--- src/rtl/cp0_reg_if.sv ---
// MTC0/MFC0 register access bus for the CP0 register file.
// The master drives write/read requests and the slave returns combinational read data.
interface cp0_reg_if;
  logic        cp0_we;
  logic [4:0]  cp0_waddr;
  logic [2:0]  cp0_wsel;
  logic [31:0] cp0_wdata;
  logic [4:0]  cp0_raddr;
  logic [2:0]  cp0_rsel;
  logic [31:0] cp0_rdata;

  modport master (
    output cp0_we, cp0_waddr, cp0_wsel, cp0_wdata, cp0_raddr, cp0_rsel,
    input  cp0_rdata
  );

  modport slave (
    input  cp0_we, cp0_waddr, cp0_wsel, cp0_wdata, cp0_raddr, cp0_rsel,
    output cp0_rdata
  );
endinterface

--- src/rtl/cp0_reg.sv ---
// MIPS CP0 register file: Status/Cause/EPC/BadVAddr/PRId/EBase with exception commit and ERET.
// Define CP0_TIMER_INT_EN to build the Count/Compare timer and its interrupt.
module cp0_reg (
  input  logic           clk,
  input  logic           rst_n,
  cp0_reg_if.slave       bus,
  input  logic [5:0]     hw_int,
  input  logic           exp_we,
  input  logic [4:0]     exp_code,
  input  logic [31:0]    exp_epc,
  input  logic           exp_in_delayslot,
  input  logic           exp_clean_exl,
  input  logic           exp_badv_we,
  input  logic [31:0]    exp_bad_vaddr,
  output logic [31:0]    epc_out,
  output logic [19:0]    ebase_out,
  output logic           allow_int,
  output logic [7:0]     interrupt_flags,
  output logic           special_int_vec,
  output logic           boot_exp_vec,
  output logic           timer_int
);

  localparam logic [7:0] AddrBadv   = {5'd8, 3'd0};
  localparam logic [7:0] AddrStatus = {5'd12, 3'd0};
  localparam logic [7:0] AddrCause  = {5'd13, 3'd0};
  localparam logic [7:0] AddrEpc    = {5'd14, 3'd0};
  localparam logic [7:0] AddrPrid   = {5'd15, 3'd0};
  localparam logic [7:0] AddrEbase  = {5'd15, 3'd1};
  localparam logic [31:0] PridValue = 32'h0001_8000;

  logic        bev_q, bev_d, erl_q, erl_d, exl_q, exl_d, ie_q, ie_d;
  logic [7:0]  im_q, im_d;
  logic        bd_q, bd_d, iv_q, iv_d;
  logic [1:0]  ip_sw_q, ip_sw_d;
  logic [5:0]  hw_q;
  logic [4:0]  exc_code_q, exc_code_d;
  logic [31:0] epc_q, epc_d, badv_q, badv_d;
  logic [17:0] ebase_q, ebase_d;

  logic        ti;
  logic [7:0]  ip;
  logic [7:0]  wkey;
  logic        mtc0_en;
  logic        wr_status, wr_cause, wr_epc, wr_ebase;
  logic [31:0] status_rd, cause_rd, rdata;

  // An exception commit or ERET in the same cycle discards the whole MTC0.
  assign mtc0_en   = bus.cp0_we & ~exp_we & ~exp_clean_exl;
  assign wkey      = {bus.cp0_waddr, bus.cp0_wsel};
  assign wr_status = mtc0_en && (wkey == AddrStatus);
  assign wr_cause  = mtc0_en && (wkey == AddrCause);
  assign wr_epc    = mtc0_en && (wkey == AddrEpc);
  assign wr_ebase  = mtc0_en && (wkey == AddrEbase);

`ifdef CP0_TIMER_INT_EN
  localparam logic [7:0] AddrCount   = {5'd9, 3'd0};
  localparam logic [7:0] AddrCompare = {5'd11, 3'd0};

  logic [31:0] count_q, count_d, compare_q, compare_d;
  logic        phase_q, phase_d, ti_q, ti_d, count_load;
  logic        wr_count, wr_compare;

  assign wr_count   = mtc0_en && (wkey == AddrCount);
  assign wr_compare = mtc0_en && (wkey == AddrCompare);

  always_comb begin
    phase_d    = ~phase_q;
    count_d    = phase_q ? count_q + 32'd1 : count_q;
    count_load = phase_q;
    compare_d  = compare_q;
    ti_d       = ti_q;
    if (wr_count) begin
      count_d    = bus.cp0_wdata;
      phase_d    = 1'b0;
      count_load = 1'b1;
    end
    if (wr_compare) begin
      compare_d = bus.cp0_wdata;
    end
    // Match only on an edge that actually registers a new Count value.
    if (wr_compare) begin
      ti_d = 1'b0;
    end else if (count_load && (count_d == compare_q)) begin
      ti_d = 1'b1;
    end
  end

  always_ff @(posedge clk or negedge rst_n) begin
    if (!rst_n) begin
      count_q   <= '0;
      compare_q <= '0;
      phase_q   <= 1'b0;
      ti_q      <= 1'b0;
    end else begin
      count_q   <= count_d;
      compare_q <= compare_d;
      phase_q   <= phase_d;
      ti_q      <= ti_d;
    end
  end

  assign ti = ti_q;
`else
  assign ti = 1'b0;
`endif

  always_comb begin
    bev_d      = bev_q;
    im_d       = im_q;
    erl_d      = erl_q;
    exl_d      = exl_q;
    ie_d       = ie_q;
    bd_d       = bd_q;
    iv_d       = iv_q;
    ip_sw_d    = ip_sw_q;
    exc_code_d = exc_code_q;
    epc_d      = epc_q;
    badv_d     = badv_q;
    ebase_d    = ebase_q;
    if (wr_status) begin
      bev_d = bus.cp0_wdata[22];
      im_d  = bus.cp0_wdata[15:8];
      erl_d = bus.cp0_wdata[2];
      exl_d = bus.cp0_wdata[1];
      ie_d  = bus.cp0_wdata[0];
    end
    if (wr_cause) begin
      iv_d    = bus.cp0_wdata[23];
      ip_sw_d = bus.cp0_wdata[9:8];
    end
    if (wr_epc) begin
      epc_d = bus.cp0_wdata;
    end
    if (wr_ebase) begin
      ebase_d = bus.cp0_wdata[29:12];
    end
    // Nested exceptions keep the EPC/BD of the outermost one.
    if (exp_we) begin
      exl_d      = 1'b1;
      exc_code_d = exp_code;
      if (!exl_q) begin
        epc_d = exp_epc;
        bd_d  = exp_in_delayslot;
      end
    end else if (exp_clean_exl) begin
      if (erl_q) begin
        erl_d = 1'b0;
      end else begin
        exl_d = 1'b0;
      end
    end
    if (exp_badv_we) begin
      badv_d = exp_bad_vaddr;
    end
  end

  always_ff @(posedge clk or negedge rst_n) begin
    if (!rst_n) begin
      bev_q      <= 1'b1;
      im_q       <= '0;
      erl_q      <= 1'b1;
      exl_q      <= 1'b0;
      ie_q       <= 1'b0;
      bd_q       <= 1'b0;
      iv_q       <= 1'b0;
      ip_sw_q    <= '0;
      hw_q       <= '0;
      exc_code_q <= '0;
      epc_q      <= '0;
      badv_q     <= '0;
      ebase_q    <= '0;
    end else begin
      bev_q      <= bev_d;
      im_q       <= im_d;
      erl_q      <= erl_d;
      exl_q      <= exl_d;
      ie_q       <= ie_d;
      bd_q       <= bd_d;
      iv_q       <= iv_d;
      ip_sw_q    <= ip_sw_d;
      hw_q       <= hw_int;
      exc_code_q <= exc_code_d;
      epc_q      <= epc_d;
      badv_q     <= badv_d;
      ebase_q    <= ebase_d;
    end
  end

  // All six hardware lines pass through the same one-cycle sampling register.
  assign ip        = {hw_q[5] | ti, hw_q[4:0], ip_sw_q};
  assign status_rd = {9'b0, bev_q, 6'b0, im_q, 5'b0, erl_q, exl_q, ie_q};
  assign cause_rd  = {bd_q, ti, 6'b0, iv_q, 7'b0, ip, 1'b0, exc_code_q, 2'b0};

  always_comb begin
    rdata = '0;
    case ({bus.cp0_raddr, bus.cp0_rsel})
      AddrBadv:    rdata = badv_q;
`ifdef CP0_TIMER_INT_EN
      AddrCount:   rdata = count_q;
      AddrCompare: rdata = compare_q;
`endif
      AddrStatus:  rdata = status_rd;
      AddrCause:   rdata = cause_rd;
      AddrEpc:     rdata = epc_q;
      AddrPrid:    rdata = PridValue;
      AddrEbase:   rdata = {2'b10, ebase_q, 12'b0};
      default:     rdata = '0;
    endcase
  end

  assign bus.cp0_rdata    = rdata;
  assign epc_out          = epc_q;
  assign ebase_out        = {2'b10, ebase_q};
  assign allow_int        = ~erl_q & ~exl_q & ie_q;
  assign interrupt_flags  = ip & im_q;
  assign special_int_vec  = iv_q;
  assign boot_exp_vec     = bev_q;
  assign timer_int        = ti;

endmodule

--- src/flat_wrapper.sv ---
// flat-port wrapper written by rule: the top's interface ports become plain ports
module cp0_reg_flat 
  (clk, rst_n, hw_int, exp_we, exp_code, exp_epc, exp_in_delayslot, exp_clean_exl, exp_badv_we, exp_bad_vaddr, epc_out, ebase_out, allow_int, interrupt_flags, special_int_vec, boot_exp_vec, timer_int, bus_cp0_we, bus_cp0_waddr, bus_cp0_wsel, bus_cp0_wdata, bus_cp0_raddr, bus_cp0_rsel, bus_cp0_rdata);
  cp0_reg_if bus_i ();
  input  logic clk;
  input  logic rst_n;
  input  logic [5:0] hw_int;
  input  logic exp_we;
  input  logic [4:0] exp_code;
  input  logic [31:0] exp_epc;
  input  logic exp_in_delayslot;
  input  logic exp_clean_exl;
  input  logic exp_badv_we;
  input  logic [31:0] exp_bad_vaddr;
  output logic [31:0] epc_out;
  output logic [19:0] ebase_out;
  output logic allow_int;
  output logic [7:0] interrupt_flags;
  output logic special_int_vec;
  output logic boot_exp_vec;
  output logic timer_int;
  input wire logic [$bits(bus_i.cp0_we)-1:0] bus_cp0_we;
  input wire logic [$bits(bus_i.cp0_waddr)-1:0] bus_cp0_waddr;
  input wire logic [$bits(bus_i.cp0_wsel)-1:0] bus_cp0_wsel;
  input wire logic [$bits(bus_i.cp0_wdata)-1:0] bus_cp0_wdata;
  input wire logic [$bits(bus_i.cp0_raddr)-1:0] bus_cp0_raddr;
  input wire logic [$bits(bus_i.cp0_rsel)-1:0] bus_cp0_rsel;
  output wire logic [$bits(bus_i.cp0_rdata)-1:0] bus_cp0_rdata;
  assign bus_i.cp0_we = bus_cp0_we;
  assign bus_i.cp0_waddr = bus_cp0_waddr;
  assign bus_i.cp0_wsel = bus_cp0_wsel;
  assign bus_i.cp0_wdata = bus_cp0_wdata;
  assign bus_i.cp0_raddr = bus_cp0_raddr;
  assign bus_i.cp0_rsel = bus_cp0_rsel;
  assign bus_cp0_rdata = bus_i.cp0_rdata;
  cp0_reg u_core (.clk(clk), .rst_n(rst_n), .bus(bus_i), .hw_int(hw_int), .exp_we(exp_we), .exp_code(exp_code), .exp_epc(exp_epc), .exp_in_delayslot(exp_in_delayslot), .exp_clean_exl(exp_clean_exl), .exp_badv_we(exp_badv_we), .exp_bad_vaddr(exp_bad_vaddr), .epc_out(epc_out), .ebase_out(ebase_out), .allow_int(allow_int), .interrupt_flags(interrupt_flags), .special_int_vec(special_int_vec), .boot_exp_vec(boot_exp_vec), .timer_int(timer_int));
endmodule
--- config.mk ---
export PLATFORM = sky130hd
export DESIGN_NAME = cp0_reg_flat
export DESIGN_NICKNAME = d
export VERILOG_FILES = /design/src/rtl/cp0_reg_if.sv /design/src/rtl/cp0_reg.sv /design/src/flat_wrapper.sv
export SDC_FILE = /design/constraint.sdc
export NUM_CORES = 1
export LEC_CHECK = 0
export BUFFER_PORTS_ARGS = -buffer_cell sky130_fd_sc_hd__buf_2
export CORE_MARGIN = 8
export CORE_UTILIZATION = 35
export DETAILED_ROUTE_END_ITERATION = 10
export GPL_TIMING_DRIVEN = 0
export SYNTH_ARGS = -nofsm -noshare
export SYNTH_HDL_FRONTEND = slang
export SYNTH_SLANG_ARGS = --single-unit
--- constraint.sdc ---
create_clock -name clk -period 3 [get_ports clk]
set_clock_uncertainty 0.2 [all_clocks]
set_input_delay 0.75 -clock clk [delete_from_list [all_inputs] [get_ports clk]]
set_output_delay 0.75 -clock clk [all_outputs]
set_load 0.01 [all_outputs]
==> results.cfg, run 1 <==
[outcome]
outcome = finished, violations left
violations = negative setup slack

[floorplan]
rows = 44
core_area_um2 = 14500
ios = 226
die_h_um = 138
die-area_um2 = 19000
start_util_pct = 35.9
dieWidth_um = 138

[power_and_ir_drop]
switching_share_pct = 25.4
peakVddDrop_uv = 276
power.leakage_nw = 3.80
power_switching_uw = 911
p_per_area_nw_per_um2 = 482
clkPwrFrac_pct = 38.0
combPwrFrac_pct = 14.2
seq_power_share_pct = 47.7
p_int_mw = 2.67

[timing]
maxSlewViolCount = 0
hold_viol = 0
fin_ws_ns = -0.276
rsz0062_at_grt = yes
period_minus_slack_ns = 3.28
slew_headroom_pct = 43.2
worst_slew_pin_slew_ns = 0.853
setup_viol_count_final = 30
finalCritPeriodShare_pct = 109
max_clock_freq_mhz = 305
whs_ns = 0.249

[cts]
clockBufferDepth = 2
htree_levels = 3
cts.clk_slew.worst_paths_ns = 0.07
hold_buffers = 0
cts-root-buf = clkbuf_16
clock_latency_ns = 0.35
cts_tree = done
cts_made_buffers = 9
cts.sinks = 109

[synth]
ys_types = 44
ys_seq_area_share_pct = 52.4
ys_ff_latch = 109
netlist_area_um2 = 5210
synth_cells = 470
async_reset_ff_share_pct = 100
synth.avg_cell_area_um2 = 11.1
synth_edf_count = 0
synthFlopType = dfrtp_1
ys_warn_count = 0

[hold_path]
hold_class = in -> async

[placement]
hpwl_mm = 14.9
io_buffer_count = 219
place.gp.congestion = 0.844
placed_cells = 875
place_area_um2 = 6620

[worst_setup_path]
reg2reg_from = u_core.exl_q
ff2ff_setup_slack_ns = 0.85
end_kind = primary output
critPathRequiredTime_ns = 2.05
crit_slowest_cell = or4_4
rr_endpoint = u_core.epc_out[11]
start_kind = input port
critPathBufInv = 5
crit_chain = buf_8 > or4_4 > nor3b_4 > buf_4 > buf_8 > buf_12 > a22o_1 > buf_2
crit_family = simple AND/OR/NAND/NOR gates
slowest_delay_ns = 0.57
crit_fanout = 6
critPathKind = in -> out
worstPathArrival_ns = 2.33
critPathMostFrequentCell = buf_8
reg2reg_depth = 4

[finish]
antennaDiodeCount = 0
stdcell_count = 907
n_fill_cell = 1352
fin_area_um2 = 7430
syn_to_final_growth_pct = 42.5
final_cell_mix = buf_2, dfrtp_1, nand2_1
final_common_cell = buf_2
drive_gt1_share_pct = 50.3
nets = 848

[grt]
grt-ovfl-total = 0
grt_max_degree = 57
grt_pass1_vias = 5330
antenna_found_initial = 2
grtUsageTotal_pct = 20.9
grt_first_pass_wirelength_mm = 31.4

[drt]
drc_errors = 0
viasPerCell = 5.30
routed_wl_mm = 20.2
first_iter_violations = 325
via_count = 4803
wl_per_cell_um = 22.3
ant_nets = 0
dr.pass1.iters = 8

[run]
maxCapViolations = 0
## cells by family after synthesis
family,after synthesis,share of synthesized area (%)
buffers and inverters,52,4.87
other,2,0.144
muxes,73,16.5
AOI/OAI and AO/OA,93,12.8
DFF,109,52.4
and+or+nand+nor,141,13.3
## sequential cells by signal, summed over array words and instances, names as in the netlist, 2 cells and up
name / flops
u_core.badv_q: 32
u_core.ebase_q: 18
u_core.epc_out: 32
u_core.exc_code_q: 5
u_core.hw_q: 6
u_core.im_q: 8
u_core.ip_sw_q: 2
## worst max-delay path by stage
stage | startpoint | endpoint | slack, ns | cells past startpoint
2_1_floorplan | bus_cp0_rsel[1] | bus_cp0_rdata[12] | 0.03 | 6
3_3_place_gp | bus_cp0_raddr[0] | bus_cp0_rdata[16] | -1.30 | 8
3_5_place_dp | bus_cp0_raddr[0] | bus_cp0_rdata[16] | -1.32 | 8
4_1_cts | bus_cp0_rsel[2] | bus_cp0_rdata[23] | -0.27 | 8
5_1_grt | bus_cp0_rsel[2] | bus_cp0_rdata[6] | -0.33 | 9
6_report | bus_cp0_rsel[2] | bus_cp0_rdata[30] | -0.28 | 8
## area by class of cell
class	count	area (µm²)	share of cell area, %
Sequential cell	109	2730	36.8
Multi-Input combinational cell	310	2360	31.7
Timing Repair Buffer	237	1390	18.6
Buffer	35	319	4.30
Clock buffer	13	280	3.77
Tap cell	184	230	3.10
Clock inverter	3	65.1	0.876
Inverter	16	60.1	0.809
## worst register-to-register path: stages (launching register included)
cell and delay (ns):
dfrtp_1 0.41, nand2b_1 0.14, clkbuf_1 0.46, clkbuf_1 0.58, a31oi_1 0.19
## synth_stat cells (2+ instances only)
library cell,number,share of area [%]
dfrtp_1,107,51
nand2_1,72,5.2
mux2_2,50,11
nor2_1,35,2.5
a31oi_1,32,3.8
a22oi_1,21,3.0
clkbuf_1,19,1.4
inv_1,16,1.2
a222oi_1,15,2.9
o21ai_0,14,1.3
mux2_1,12,2.6
mux2_4,10,2.9
and2_1,8,0.96
buf_2,5,0.48
buf_6,5,1.1
nor3b_1,5,0.72
buf_4,4,0.58
a22o_1,3,0.50
a32oi_1,3,0.50
buf_1,3,0.22
and3_1,2,0.24
conb_1,2,0.14
dfstp_2,2,1.0
nand2b_1,2,0.24
nand3_1,2,0.19
nor2b_1,2,0.24
nor4b_4,2,0.91
## power by group through the flow
stage | registers [mW] | clock network, mW | logic, mW
5_1_grt | 1.73 | 1.44 | 0.560
3_3_place_gp | 1.72 | 0 | 0.479
3_5_place_dp | 1.73 | 0 | 0.496
6_report | 1.71 | 1.36 | 0.509
4_1_cts | 1.71 | 1.39 | 0.514
2_1_floorplan | 1.74 | 0 | 0.188
## per-stage QoR
stage          power (mW)  utilization (%)  setup WS, ns  setup TNS [ns]
3_5_place_dp         2.23             45.6         -1.32          -25.24
6_report             3.58             51.1        -0.276           -6.41
4_1_cts              3.61             50.6        -0.268           -6.26
2_1_floorplan        1.93                -        0.0264               0
5_1_grt              3.72             51.1        -0.334           -7.91
3_3_place_gp         2.20             45.4         -1.30          -60.90
## what timing repair did
action / CTS / global route
buffers inserted: 12 / 4
pin swaps: 22 / 5
setup endpoints to repair: 32 / 32
gates resized for setup: 63 / 9
gates cloned: 1 / 0
## metal layers
| metal | global-route usage, % | routed length (µm) | vias up |
|---|---|---|---|
| met3 | 5.86 | 1540 | 19 |
| met2 | 34.0 | 9470 | 220 |
| met1 | 26.7 | 8990 | 2376 |
| met5 | 0 | 16 | - |
| met4 | 5.32 | 218 | 4 |
| li1 | - | - | 2184 |
Power figures use the tool's default switching activity.
==> run 2, diff against run 1 <==
--- a/config.mk
+++ b/config.mk
@@ -6,8 +6,10 @@
 export NUM_CORES = 1
 export LEC_CHECK = 0
 export BUFFER_PORTS_ARGS = -buffer_cell sky130_fd_sc_hd__buf_2
+export CORE_ASPECT_RATIO = 0.8
 export CORE_MARGIN = 8
 export CORE_UTILIZATION = 35
+export CTS_BUF_LIST = sky130_fd_sc_hd__clkbuf_4
 export DETAILED_ROUTE_END_ITERATION = 10
 export GPL_TIMING_DRIVEN = 0
 export SYNTH_ARGS = -nofsm -noshare
==> run 2 against run 1 <==
  * The flow still finishes with violations (negative setup slack)
  * Hold slack got worse by 0.20 ns
  * Via count increased by 0.37%
  * Cell area fell by 2.3%
  * Utilization fell by 2.0 points
  * Global-route usage up 0.17 points
  * Non-clock buffer count grew 4
  * Critical path type unchanged
==> results.cfg, run 2 (synthesis gave the netlist of run 1 again) <==
[outcome]
outcome = finished, violations left
violations = negative setup slack

[timing]
slew_headroom_pct = 47.2
worst_slew_pin_slew_ns = 0.791
max_clock_freq_mhz = 302
finalCritPeriodShare_pct = 111
setup_viol_count_final = 30
maxSlewViolCount = 0
hold_viol = 0
whs_ns = 0.0508
rsz0062_at_grt = yes
period_minus_slack_ns = 3.32
fin_ws_ns = -0.316

[cts]
cts_made_buffers = 9
cts_tree = done
cts.sinks = 109
hold_buffers = 0
clockBufferDepth = 2
cts.clk_slew.worst_paths_ns = 0.16
cts-root-buf = clkbuf_4
clock_latency_ns = 0.49
htree_levels = 3

[drt]
drc_errors = 0
first_iter_violations = 339
dr.pass1.iters = 5
ant_nets = 0
wl_per_cell_um = 22.1
routed_wl_mm = 20.3
via_count = 4821
viasPerCell = 5.26

[floorplan]
start_util_pct = 35.3
die_h_um = 125
dieWidth_um = 152
rows = 40
core_area_um2 = 14800
ios = 226
die-area_um2 = 19100

[worst_setup_path]
end_kind = primary output
reg2reg_from = u_core.exl_q
start_kind = input port
rr_endpoint = u_core.epc_out[16]
reg2reg_depth = 5
ff2ff_setup_slack_ns = 0.85
critPathCapture = bus_cp0_rdata[31]
critPathKind = in -> out
critPathLaunch = bus_cp0_rsel[0]
worstPathArrival_ns = 2.37
critPathRequiredTime_ns = 2.05
crit_fanout = 5

[power_and_ir_drop]
p_per_area_nw_per_um2 = 411
power_switching_uw = 839
switching_share_pct = 28.1
clkPwrFrac_pct = 25.4
p_int_mw = 2.14
seq_power_share_pct = 57.2
power.leakage_nw = 3.74
peakVddDrop_uv = 227
combPwrFrac_pct = 17.3

[grt]
grt_use_met1_pct = 25.6
grt_use_met2_pct = 35.6
grtUsageTotal_pct = 21.1
grt_use_met3_pct = 7.57
grt-ovfl-total = 0
grt_pass1_vias = 5289
grt_first_pass_wirelength_mm = 31.1
antenna_found_initial = 0
busiest_layer = met2
grt_max_degree = 66

[finish]
stdcell_count = 917
drive_gt1_share_pct = 50.6
final_cell_mix = buf_2, dfrtp_1, nand2_1
final_common_cell = buf_2
nets = 852
syn_to_final_growth_pct = 39.2

[placement]
place.gp.congestion = 0.836
hpwl_mm = 15.0
io_buffer_count = 219
placed_cells = 880

[hold_path]
hold_class = in -> async

[run]
maxCapViolations = 0
==> run 2: per-layer routing <==
metal	share of wire [%]	wire length, µm
met3	8.8	1780
met2	48	9660
met5	0	0
met1	42	8580
met4	1.3	264
==> run 2: worst min-delay path by stage <==
stage | endpoint | depth (start not counted) | slack (ns) | start
after floorplan | u_core.badv_q[0] | 0 | 0.25 | rst_n
after global placement | u_core.badv_q[29] | 1 | 0.29 | u_core.badv_q[29]
after detailed placement | u_core.badv_q[29] | 1 | 0.29 | u_core.badv_q[29]
after CTS | u_core.epc_out[18] | 1 | 0.04 | rst_n
after global routing | u_core.epc_out[20] | 1 | 0.04 | rst_n
final | u_core.epc_out[20] | 1 | 0.05 | rst_n
==> run 2: power groups by stage <==
stage / registers (mW) / logic (mW) / clock network (mW)
after global routing: 1.72 / 0.566 / 0.850
after detailed placement: 1.73 / 0.496 / 0
final: 1.71 / 0.516 / 0.759
after CTS: 1.70 / 0.516 / 0.786
after floorplan: 1.74 / 0.188 / 0
after global placement: 1.72 / 0.478 / 0
==> run 2: layout make-up <==
| type | instances | area (µm²) |
|---|---|---|
| fill | 1369 | 7510 |
| sequential | 109 | 2730 |
| multi-input combinational | 310 | 2360 |
| timing repair buffer | 241 | 1390 |
| buffer | 35 | 337 |
| tap | 189 | 236 |
| clock buffer | 13 | 97.6 |
| inverter | 16 | 60.1 |
| clock inverter | 3 | 40.0 |
| antenna | 1 | 2.50 |
==> run 2: critical path, stage by stage <==
cell and delay (ns):
buf_12 0.11, or4_4 0.57, nor3b_4 0.25, buf_6 0.14, buf_8 0.12, a22oi_1 0.10, o21ai_1 0.15, buf_2 0.18
==> run 2: metrics by stage <==
step                total power [mW]  worst slack, ns  cell area [µm²]  TNS [ns]  util, %
floorplan                       1.93           0.0264             5270         0        -
global placement                2.20            -1.24             6600    -53.34     44.7
detailed placement              2.23            -1.32             6630    -25.00     44.9
CTS                             3.01           -0.254             7140     -6.51     48.4
global route                    3.14           -0.378             7250     -9.90     49.1
finish                          2.98           -0.316             7250     -8.17     49.1
==> run 2: what timing repair did <==
item                                    4_1_cts  5_1_grt
pin swaps                                    12        6
cloned                                        2        1
gates resized for setup                      62       18
endpoints found under the setup margin       32       32
setup buffers                                13        7
